`src/rtl/reg_dump_ctrl_pkg.sv`:
```
// Shared types and constants for the register-file dump controller.
// FSM encodings, register-file geometry and the data reset word.
package reg_dump_ctrl_pkg;

  localparam int REG_ADDR_W = 5;
  localparam int REG_COUNT  = 32;

  localparam logic [31:0] WORD_ZERO = 32'h0000_0000;

  typedef enum logic [1:0] {
    ST_IDLE = 2'd0,
    ST_ADDR = 2'd1,
    ST_SEND = 2'd2,
    ST_DONE = 2'd3
  } dump_state_e;

endpackage

```
`src/rtl/reg_dump_ctrl.sv`:
```
// Walks a register address range through one register-file read port and streams
// (address, word) pairs over valid/ready. Optional checksum output: REG_DUMP_CHECKSUM_EN.
module reg_dump_ctrl
  import reg_dump_ctrl_pkg::*;
#(
  parameter int ADDR_W   = REG_ADDR_W,
  parameter int DATA_W   = 32,
  parameter int NUM_REGS = REG_COUNT
) (
  input  logic              clk,
  input  logic              rst_n,
  input  logic              start,
  input  logic [ADDR_W-1:0] first_reg,
  input  logic [ADDR_W-1:0] last_reg,
  output logic [ADDR_W-1:0] rf_read_reg,
  input  logic [DATA_W-1:0] rf_read_data,
  output logic              dump_valid,
  input  logic              dump_ready,
  output logic [ADDR_W-1:0] dump_addr,
  output logic [DATA_W-1:0] dump_data,
  output logic              busy,
  output logic              done
`ifdef REG_DUMP_CHECKSUM_EN
  ,
  output logic [DATA_W-1:0] dump_csum
`endif
);

  dump_state_e       state, state_d;
  logic [ADDR_W-1:0] ptr, ptr_d;
  logic [ADDR_W-1:0] last, last_d;
  logic              valid_d, busy_d, done_d;
  logic [ADDR_W-1:0] addr_d;
  logic [DATA_W-1:0] data_d;
  logic [ADDR_W-1:0] ptr_inc;
`ifdef REG_DUMP_CHECKSUM_EN
  logic [DATA_W-1:0] csum_d;
`endif

  // The read port address is the pointer register itself, so it is stable for the whole ADDR cycle.
  assign rf_read_reg = ptr;

  // Address arithmetic wraps at NUM_REGS, which need not be a power of two.
  assign ptr_inc = (ptr == ADDR_W'(NUM_REGS - 1)) ? '0 : ptr + ADDR_W'(1);

  always_comb begin
    // NOTE: every signal gets a default before the case so no path can infer a latch.
    state_d = state;
    ptr_d   = ptr;
    last_d  = last;
    valid_d = dump_valid;
    addr_d  = dump_addr;
    data_d  = dump_data;
    busy_d  = busy;
    done_d  = 1'b0;
`ifdef REG_DUMP_CHECKSUM_EN
    csum_d  = dump_csum;
`endif
    case (state)
      ST_IDLE: begin
        if (start) begin
          ptr_d   = first_reg;
          last_d  = last_reg;
          busy_d  = 1'b1;
          state_d = ST_ADDR;
`ifdef REG_DUMP_CHECKSUM_EN
          csum_d  = '0;
`endif
        end
      end
      ST_ADDR: begin
        data_d  = rf_read_data;
        addr_d  = ptr;
        valid_d = 1'b1;
        state_d = ST_SEND;
      end
      ST_SEND: begin
        if (dump_valid && dump_ready) begin
          valid_d = 1'b0;
`ifdef REG_DUMP_CHECKSUM_EN
          csum_d  = dump_csum + dump_data;
`endif
          if (ptr == last) begin
            done_d  = 1'b1;
            state_d = ST_DONE;
          end else begin
            ptr_d   = ptr_inc;
            state_d = ST_ADDR;
          end
        end
      end
      ST_DONE: begin
        busy_d  = 1'b0;
        state_d = ST_IDLE;
      end
      default: state_d = ST_IDLE;
    endcase
  end

  // NOTE: sequential state uses non-blocking assignments so all registers update from pre-edge values.
  always_ff @(posedge clk or negedge rst_n) begin
    if (!rst_n) begin
      state      <= ST_IDLE;
      ptr        <= '0;
      last       <= '0;
      dump_valid <= 1'b0;
      dump_addr  <= '0;
      dump_data  <= DATA_W'(WORD_ZERO);
      busy       <= 1'b0;
      done       <= 1'b0;
`ifdef REG_DUMP_CHECKSUM_EN
      dump_csum  <= DATA_W'(WORD_ZERO);
`endif
    end else begin
      state      <= state_d;
      ptr        <= ptr_d;
      last       <= last_d;
      dump_valid <= valid_d;
      dump_addr  <= addr_d;
      dump_data  <= data_d;
      busy       <= busy_d;
      done       <= done_d;
`ifdef REG_DUMP_CHECKSUM_EN
      dump_csum  <= csum_d;
`endif
    end
  end

endmodule

```
`config.mk`:
```
export PLATFORM = sky130hd
export DESIGN_NAME = reg_dump_ctrl
export DESIGN_NICKNAME = d
export VERILOG_FILES = /design/src/rtl/reg_dump_ctrl_pkg.sv /design/src/rtl/reg_dump_ctrl.sv
export SDC_FILE = /design/constraint.sdc
export NUM_CORES = 1
export LEC_CHECK = 0
export ABC_AREA = 0
export BUFFER_PORTS_ARGS = -buffer_cell sky130_fd_sc_hd__buf_2
export CORE_UTILIZATION = 35
export DETAILED_ROUTE_END_ITERATION = 12
export PLACE_DENSITY = 0.68
export SLEW_MARGIN = 10
export SYNTH_ARGS = -nofsm -noshare
export SYNTH_HDL_FRONTEND = slang
export SYNTH_SLANG_ARGS = --single-unit
```
`constraint.sdc`:
```
create_clock -name clk -period 1.45 [get_ports clk]
set_input_delay 0.0725 -clock clk [delete_from_list [all_inputs] [get_ports clk]]
set_output_delay 0.0725 -clock clk [all_outputs]
set_load 0.1 [all_outputs]
```
-- Yosys cells after proc, flatten, opt, wreduce, memory -nomap -nowiden
Cells that the tools add are included.
- bits of input ports: 46
- flip-flop bits (word level): 52
- logic and storage cells: 43
- output and inout bits: 45
- equality and inequality tests: 8
- reduce and logical (&&, ||, !) cells: 10
- multiplexer cells: 16
- $add $sub $neg: 1
- operators with widths (operator ; number):
    5-bit 2-to-1 mux ; 4
    5-bit one-hot mux with 2 select lines ; 1
    2-bit one-hot mux with 4 select lines ; 1
    2-bit AND reduction ; 4
    2-bit 2-to-1 mux ; 3
    2-bit inequality test, second input constant ; 3
    2-bit nonzero test ; 3
    5-bit by 1-bit adder with 5-bit output, second input constant ; 1
    5-bit equality test ; 1
    5-bit equality test, second input constant ; 1
    1-bit 2-to-1 mux ; 5
    2-bit equality test, second input constant ; 2
    1-bit one-hot mux with 2 select lines ; 2
    4-bit AND reduction ; 1
    2-bit by 1-bit equality test with 1-bit output, second input constant ; 1
    2-bit logical NOT ; 1
    1-bit logical AND ; 1

-- Longest topological paths before layout
Gate-level depths: netlist (run 1).
- depth in word-level cells: 5
- depth in mapped cells: 6
- gate-level depth less buffers: 6

-- Worst setup path before layout (run 1)
No wires, ideal clock.
- path kind: reg2reg
- start point: reg ptr[0], in the netlist rf_read_reg[0]
- end point: reg ptr[2], in the netlist rf_read_reg[2]
- path buffers: 0
- cell stages (with the launch flop): 7
- required time: 1.327 ns
- period minus slack after synthesis: 2.209 ns
- setup time: 0.123 ns
- arrival: 2.086 ns
- path slack: -0.759 ns
- cells stage by stage: dfrtp_1 -> ha_1 -> and3_1 -> ha_1 -> nor3_1 -> a211o_1 -> a22o_1
- word-level cells in the longest chain between the ends: 5
- elaborated cells on any way between the ends: 9
- those cells by class: add/sub: 1; eq/ne: 3; mux: 4; reduce/logical: 1
- RTL lines (element ; line ; source):
    start: declaration ; reg_dump_ctrl.sv:30 ; logic [ADDR_W-1:0] ptr, ptr_d;
    start signal: assignment ; reg_dump_ctrl.sv:116 ; ptr <= ptr_d;
    5-bit by 1-bit adder with 5-bit output / 5-bit equality test (equally long branches) ; reg_dump_ctrl.sv:44 ; assign ptr_inc = (ptr == ADDR_W'(NUM_REGS - 1)) ? '0 : ptr + ADDR_W'(1);
    5-bit 2-to-1 mux ; reg_dump_ctrl.sv:44 ;
    5-bit 2-to-1 mux ; reg_dump_ctrl.sv:83 ; if (ptr == last) begin
    5-bit 2-to-1 mux ; reg_dump_ctrl.sv:78 ; if (dump_valid && dump_ready) begin
    5-bit one-hot mux with 2 select lines ; reg_dump_ctrl.sv:59 ; case (state)
Several ways; a longest one is shown, not always the timed one. The select of a mux whose other input is x is not followed.
A chain may end at the register's enable or synchronous reset.

-- Worst setup path in the final report (run 1)
- start point: reg ptr[3], in the netlist rf_read_reg[3]
- end point: reg ptr[4], in the netlist rf_read_reg[4]
The elaborated chain is that of the path after synthesis.

==> impl_metrics.env, run 1 <==
export IMPL_top_register="dump_data"
export IMPL_violations="setup timing"
export IMPL_first_iter_violations=33
export IMPL_outcome="finished, violations left"
export IMPL_drt_total_wl_mm=5.85
export IMPL_r2r_end="rf_read_reg[4]"
export IMPL_via_per_inst=4.75
export IMPL_dp_hpwl_mm=3.63
export IMPL_syn_area_per_cell_um2=14.6
export IMPL_yosysWarnings=0
export IMPL_grt_pass1_vias=1787
export IMPL_worstSetupEndpointType="flop"
export IMPL_hold_slack_ns=0.00647
export IMPL_fillers=506
export IMPL_drive_gt1_share_pct=61.6
export IMPL_postSynthCellCount=150
export IMPL_crit_chain="xor2_2, nor4_4, a21oi_4, mux2_4"
export IMPL_layout_commonest_cell="buf_2"
export IMPL_grt_pass1_wl_mm=8.69
export IMPL_relSlewSlack_pct=63.8
export IMPL_hold_viol_final=0
export IMPL_fin_crit_ns=1.59
export IMPL_slew_viol_final=0
export IMPL_drv_cap=0
export IMPL_fmax_ghz=0.629
export IMPL_synth_area_um2=2200
export IMPL_reg2regPathDepth=4
export IMPL_slowest_delay_ns=0.49
export IMPL_antennaDiodeCount=0
export IMPL_grt_max_degree=24
export IMPL_yosys_area_top_type="dfrtp_1"
export IMPL_fp_coreArea_um2=5990
export IMPL_fin_crit_sh_pct=110
export IMPL_grt_use_total_pct=17.7
export IMPL_rsz0062_at_grt="true"
export IMPL_cts_tree="yes"
export IMPL_crit_path_end="rf_read_reg[4]"
export IMPL_antenna_found_initial=0
export IMPL_crit_path_top_delay_cell="dfrtp_4"
export IMPL_cp_data_required_time_ns=1.63
export IMPL_drc=0
export IMPL_die_area_um2=6600
export IMPL_cts_buffer_depth=2
export IMPL_yosysUniqueCellTypes=31
export IMPL_root_buffer="clkbuf_8"
export IMPL_clkLatencyLatePin_ns=0.29
export IMPL_ys_seq_elements=52
export IMPL_htree_levels=2
export IMPL_worstHoldPathType="in -> reg"
export IMPL_crit_type="reg -> reg"
export IMPL_synth_fp_nets=198
export IMPL_cp_startpoint="rf_read_reg[3]"
export IMPL_syn_to_final_growth_pct=59.1
export IMPL_cts_sinks=52
export IMPL_io_buffer_count=90
export IMPL_fp_dieW_um=81.2
export IMPL_initial_core_util_pct=36.7
export IMPL_dr_pass1_iters=6
export IMPL_num_vias=1744
export IMPL_die_h_um=81.2
export IMPL_final_antenna_net_count=0
export IMPL_cts_buffers=5
export IMPL_gp_congestion=0.850
export IMPL_synth_area_top_cells="dfrtp_1, mux2_2, mux2_1"
export IMPL_worstReg2RegStart="rf_read_reg[3]"
export IMPL_rows=28
export IMPL_synth_top_cell_area_share_pct=59.2
export IMPL_largest_reg_flops=32
export IMPL_final_cell_mix="buf_2, dfrtp_1, mux2_4"
export IMPL_fin_ws_ns=-0.139
export IMPL_grt_overflow=0
export IMPL_wire_per_inst_um=15.9
export IMPL_synth_seq_area_share_pct=59.2
export IMPL_worst_clock_skew_ns=0.00629
export IMPL_setup_viol=22
export IMPL_clkTransAtPathRegs_ns=0.09
export IMPL_crit_arrival_ns=1.77
export IMPL_r2r_slack_ns=-0.14
export IMPL_timing_worst_slew_pin_value_ns=0.542
export IMPL_final_nets=339
export IMPL_ioPinCount=91
export IMPL_cp_max_fo=4
export IMPL_cp_start_kind="flop"
-- kinds of logic (layout without fill, tap and decap cells) --
family	after synthesis	in the layout	synth area share, %
simple gates	23	23	6.21
xor+xnor	6	6	2.39
flops	52	52	59.2
mux	44	44	22.9
fa+ha+maj	2	2	1.14
compound gates	14	14	5.75
buf+inv	9	151	2.39
-- metrics by stage --
step / setup WS, ns / area, µm² / instances / TNS, ns / util (%)
finish: -0.139 / 3490 / 367 / -0.711 / 58.3
global route: -0.185 / 3490 / 367 / -2.20 / 58.3
CTS: -0.141 / 3380 / 359 / -1.77 / 56.4
detailed placement: -0.122 / 2920 / 327 / -0.526 / 48.7
global placement: -0.0972 / 2920 / 327 / -0.404 / 48.7
floorplan: -0.287 / 2250 / 150 / -1.34 / -
-- metal layers --
metal / wire [µm] / track usage (%) / part of all wire (%) / vias to the layer above
li1: - / - / - / 805
met1: 2490 / 21.5 / 43 / 895
met2: 3190 / 31.6 / 54 / 42
met3: 150 / 3.37 / 2.6 / 2
met4: 21 / 5.18 / 0.36 / 0
met5: 0 / 0 / 0 / -
-- cells in the mapped netlist --
master	instances
dfrtp_1	52
a21oi_1	3
and2b_4	1
nand2_1	10
a31oi_4	1
nor2_2	1
a211oi_1	1
nor4_4	1
o41ai_1	1
and3_1	1
mux2_2	23
mux2_4	2
buf_2	3
xor2_1	5
nand3_1	1
ha_1	2
a22o_1	1
a211o_1	1
a221oi_1	1
nor3_1	2
mux2_1	19
nor3b_4	1
inv_1	4
buf_6	2
a21oi_4	1
o21ai_0	1
nor2_1	4
xnor2_1	1
nand2b_1	1
a2bb2oi_1	2
o2bb2ai_1	1
-- critical path: cells and delay by family, from the launching register on --
family | cells | cell delay, ns
compound gates | 1 | 0.13
mux | 1 | 0.31
flops | 1 | 0.49
simple gates | 1 | 0.38
xor+xnor | 1 | 0.16
-- area by class of cell --
| type | count | area [µm²] | share of cell area [%] |
|---|---|---|---|
| clock buffer | 7 | 76.3 | 2.18 |
| timing repair buffer | 139 | 972 | 27.8 |
| multi-input combinational | 89 | 1010 | 28.9 |
| tap | 75 | 93.8 | 2.69 |
| sequential | 52 | 1320 | 37.8 |
| clock inverter | 1 | 5.00 | 0.143 |
| inverter | 4 | 15.0 | 0.430 |
-- timing repair --
item                       in CTS  in global routing
hold buffers                   21                  5
setup endpoints to repair      28                 35
gates cloned                    1                  2
pin swaps                       7                  2
buffers inserted                2                  2
resized for setup              30                  9
hold endpoints to repair       41                  5
-- worst min-delay path by stage --
stage / endpoint / from / slack (ns) / depth (start not counted)
2_1_floorplan: busy / rst_n / -0.22 / 0
3_3_place_gp: last[0] / rst_n / 0.08 / 1
3_5_place_dp: last[0] / rst_n / 0.09 / 1
4_1_cts: dump_data[30] / rf_read_data[30] / 0.0004 / 2
5_1_grt: dump_data[6] / rf_read_data[6] / 0.0003 / 2
6_report: dump_data[6] / rf_read_data[6] / 0.006 / 2
Power of run 1 is left out: the tool's default activity adds up to more than one toggle a clock period on the data nets, which glitch-free logic cannot reach.
==> inputs of run 2 (changes only) <==
Settings changed: SKIP_LAST_GASP set to 1.
==> impl_metrics.env, run 2 (synthesis results as in run 1) <==
export IMPL_final_antenna_net_count=0
export IMPL_num_vias=1758
export IMPL_violations="setup timing"
export IMPL_worstHoldPathType="in -> reg"
export IMPL_cp_data_required_time_ns=1.63
export IMPL_cp_max_fo=4
export IMPL_rsz0062_at_grt="true"
export IMPL_worst_clock_skew_ns=0.00656
export IMPL_hold_slack_ns=0.00595
export IMPL_top_register="dump_data"
export IMPL_wire_per_inst_um=15.7
export IMPL_die_h_um=81.2
export IMPL_drc=0
export IMPL_gp_congestion=0.850
export IMPL_root_buffer="clkbuf_8"
export IMPL_dr_pass1_iters=4
export IMPL_largest_reg_flops=32
export IMPL_die_area_um2=6600
export IMPL_via_per_inst=4.74
export IMPL_slew_viol_final=0
export IMPL_timing_worst_slew_pin_value_ns=0.527
export IMPL_antennaDiodeCount=0
export IMPL_final_cell_mix="buf_2, dfrtp_1, dlygate4sd3_1"
export IMPL_fp_coreArea_um2=5990
export IMPL_hold_viol_final=0
export IMPL_initial_core_util_pct=36.7
export IMPL_clkLatencyLatePin_ns=0.30
export IMPL_outcome="finished, violations left"
export IMPL_antenna_found_initial=0
export IMPL_fillers=479
export IMPL_layout_commonest_cell="buf_2"
export IMPL_grt_use_total_pct=16.7
export IMPL_grt_max_degree=24
export IMPL_multi_input_area_um2=1010
export IMPL_fin_crit_ns=1.59
export IMPL_cts_sinks=52
export IMPL_cts_tree="yes"
export IMPL_cts_buffers=5
export IMPL_fmax_ghz=0.628
export IMPL_rows=28
export IMPL_cp_start_kind="flop"
export IMPL_drv_cap=0
export IMPL_fin_util_pct=59.0
export IMPL_first_iter_violations=26
export IMPL_worstSetupEndpointType="flop"
export IMPL_drt_total_wl_mm=5.83
export IMPL_ioPinCount=91
export IMPL_dp_cells=327
export IMPL_grt_pass1_wl_mm=8.27
export IMPL_syn_to_final_growth_pct=61.0
export IMPL_crit_type="reg -> reg"
export IMPL_htree_levels=2
export IMPL_clkTransAtPathRegs_ns=0.09
export IMPL_crit_arrival_ns=1.78
export IMPL_layout_cells_non_filler=371
export IMPL_drive_gt1_share_pct=60.8
export IMPL_grt_pass1_vias=1715
export IMPL_cts_buffer_depth=2
export IMPL_setup_viol=30
export IMPL_fin_ws_ns=-0.141
export IMPL_dp_hpwl_mm=3.63
export IMPL_grt_overflow=0
export IMPL_fp_dieW_um=81.2
export IMPL_final_nets=343
export IMPL_io_buffer_count=90
export IMPL_regArea_um2=1320
export IMPL_fin_crit_sh_pct=110
export IMPL_relSlewSlack_pct=64.9
[run 2: cell count changes in the layout (fill, tap and decap cells not counted), sizes merged]
cell | before | now
buf | 110 | 111
clkbuf | 10 | 9
dlygate4sd3 | 26 | 30
[run 2: timing repair]
action                                  CTS  global route
hold buffers                             24             6
buffers inserted                          2             2
cloned                                    1             2
pin swaps                                 7             2
endpoints found under the hold margin    44             6
resized for setup                         7            30
endpoints found under the setup margin   28            42
[run 2: critical path, stage by stage (launching register included)]
cell and delay [ns]:
dfrtp_4 0.49, xor2_2 0.16, nor4_4 0.38, a21oi_4 0.13, mux2_4 0.31
[run 2: layout make-up]
| class | count | area share (%) |
|---|---|---|
| clock buffer | 7 | 2.16 |
| tap | 75 | 2.65 |
| sequential | 52 | 37.4 |
| timing repair buffer | 143 | 28.7 |
| multi-input combinational | 89 | 28.6 |
| clock inverter | 1 | 0.141 |
| inverter | 4 | 0.424 |
[run 2: path summary, 6_finish.rpt]
kind | start | endpoint | slack (ns) | cells past startpoint
worst max-delay path | rf_read_reg[3] | rf_read_reg[4] | -0.14 | 4
worst min-delay path | rf_read_data[6] | dump_data[6] | 0.006 | 2
worst max register to register | rf_read_reg[3] | rf_read_reg[4] | -0.14 | 4
worst min register to register | dump_data[24] | dump_data[24] | 0.49 | 1
max in group asynchronous | rst_n | dump_data[1] | 0.52 | 3
min in group asynchronous | rst_n | rf_read_reg[1] | 0.27 | 2
[run 2: metal layers]
metal / wire length, µm / GRT usage, % / up-vias
li1: - / - / 813
met1: 2530 / 20.7 / 896
met2: 3110 / 29.1 / 45
met3: 158 / 3.26 / 4
met4: 25 / 5.54 / 0
met5: 0 / 0 / -
[run 2: metrics by stage]
| stage | setup slack, ns | area [µm²] | TNS (ns) |
|---|---|---|---|
| 2_1_floorplan | -0.287 | 2250 | -1.34 |
| 3_3_place_gp | -0.0972 | 2920 | -0.404 |
| 3_5_place_dp | -0.122 | 2920 | -0.526 |
| 4_1_cts | -0.141 | 3320 | -2.35 |
| 5_1_grt | -0.185 | 3540 | -2.57 |
| 6_report | -0.141 | 3540 | -1.00 |
Power of run 2 is left out for the same reason.
==> inputs of run 3 (changes only) <==
Settings changed: PLACE_DENSITY 0.68 to not set.
==> impl_metrics.env, run 3 (synthesis results as in run 1) <==
export IMPL_cp_max_fo=5
export IMPL_largest_reg_flops=32
export IMPL_fin_util_pct=61.1
export IMPL_fmax_ghz=0.632
export IMPL_regArea_um2=1320
export IMPL_grt_use_total_pct=16.3
export IMPL_worstSetupEndpointType="flop"
export IMPL_cts_buffer_depth=2
export IMPL_hold_slack_ns=0.00652
export IMPL_antennaDiodeCount=0
export IMPL_setup_viol=16
export IMPL_cts_tree="yes"
export IMPL_grt_pass1_wl_mm=7.96
export IMPL_ioPinCount=91
export IMPL_grt_max_degree=30
export IMPL_first_iter_violations=49
export IMPL_relSlewSlack_pct=67.3
export IMPL_dr_pass1_iters=4
export IMPL_slew_viol_final=0
export IMPL_crit_type="reg -> reg"
export IMPL_crit_chain="xor2_2, nor4_4, a21oi_4, mux2_4"
export IMPL_crit_buf_inv=0
export IMPL_drv_cap=0
export IMPL_final_antenna_net_count=0
export IMPL_drc=0
export IMPL_fin_ws_ns=-0.132
export IMPL_violations="setup timing"
export IMPL_hold_viol_final=0
export IMPL_fp_coreArea_um2=5990
export IMPL_tns_ns=-0.577
export IMPL_root_buffer="clkbuf_8"
export IMPL_cp_data_required_time_ns=1.65
export IMPL_die_h_um=81.2
export IMPL_syn_to_final_growth_pct=66.6
export IMPL_slowest_delay_ns=0.49
export IMPL_layout_commonest_cell="buf_2"
export IMPL_clkLatencyLatePin_ns=0.30
export IMPL_dp_hpwl_mm=3.49
export IMPL_fin_crit_sh_pct=109
export IMPL_fp_dieW_um=81.2
export IMPL_grt_overflow=0
export IMPL_wire_per_inst_um=15.1
export IMPL_clkTransAtPathRegs_ns=0.10
export IMPL_cts_sinks=52
export IMPL_crit_arrival_ns=1.78
export IMPL_gp_congestion=0.844
export IMPL_fin_crit_ns=1.58
export IMPL_io_buffer_count=90
export IMPL_htree_levels=2
export IMPL_cp_top_family="flip-flops"
export IMPL_final_cell_mix="buf_2, dfrtp_1, mux2_4"
export IMPL_num_vias=1761
export IMPL_drive_gt1_share_pct=62.5
export IMPL_rows=28
export IMPL_worstHoldPathType="in -> reg"
export IMPL_final_nets=348
export IMPL_multi_input_area_um2=1040
export IMPL_outcome="finished, violations left"
export IMPL_initial_core_util_pct=36.7
export IMPL_cp_start_kind="flop"
export IMPL_crit_path_top_delay_cell="dfrtp_4"
export IMPL_top_register="dump_data"
export IMPL_via_per_inst=4.68
export IMPL_rsz0062_at_grt="true"
export IMPL_cts_buffers=5
export IMPL_die_area_um2=6600
export IMPL_grt_pass1_vias=1766
export IMPL_antenna_found_initial=0
export IMPL_fillers=456
export IMPL_timing_worst_slew_pin_value_ns=0.495
export IMPL_drt_total_wl_mm=5.67
export IMPL_worst_clock_skew_ns=0.0130
## run 3: metrics by stage
stage / std cells / setup slack (ns) / cell area [µm²]
floorplan: 150 / -0.287 / 2250
global placement: 329 / -0.112 / 2940
detailed placement: 329 / -0.128 / 2940
CTS: 367 / -0.123 / 3370
global route: 376 / -0.173 / 3660
finish: 376 / -0.132 / 3660
## run 3: repair_timing
action | 4_1_cts | 5_1_grt
hold endpoints to repair | 42 | 4
setup endpoints to repair | 28 | 48
hold buffers | 28 | 4
cloned | 0 | 4
gates resized for setup | 4 | 39
pin swaps | 5 | 2
setup buffers | 2 | 1
## run 3: layer usage
metal	share of wire [%]	GRT usage, %	routed length [µm]
met1	43	19.0	2430
met2	51	28.6	2910
met3	4.7	4.16	269
met4	1.1	6.07	61
met5	0	0	0
## run 3: final timing paths
path | startpoint | to | slack [ns] | cells after the start
max in group asynchronous | rst_n | state[0] | 0.72 | 3
worst max register to register | rf_read_reg[3] | rf_read_reg[4] | -0.13 | 4
min in group asynchronous | rst_n | rf_read_reg[4] | 0.23 | 2
worst min register to register | dump_addr[1] | dump_addr[1] | 0.49 | 1
worst min-delay path | last_reg[4] | last[4] | 0.007 | 2
worst max-delay path | rf_read_reg[3] | rf_read_reg[4] | -0.13 | 4
## run 3: cell type report
type	count	share of cell area, %
tap	75	2.56
timing repair buffer	148	29.5
clock inverter	2	0.957
clock buffer	6	1.98
sequential	52	36.1
multi-input combinational	89	28.5
inverter	4	0.410
Power of run 3 is left out for the same reason.
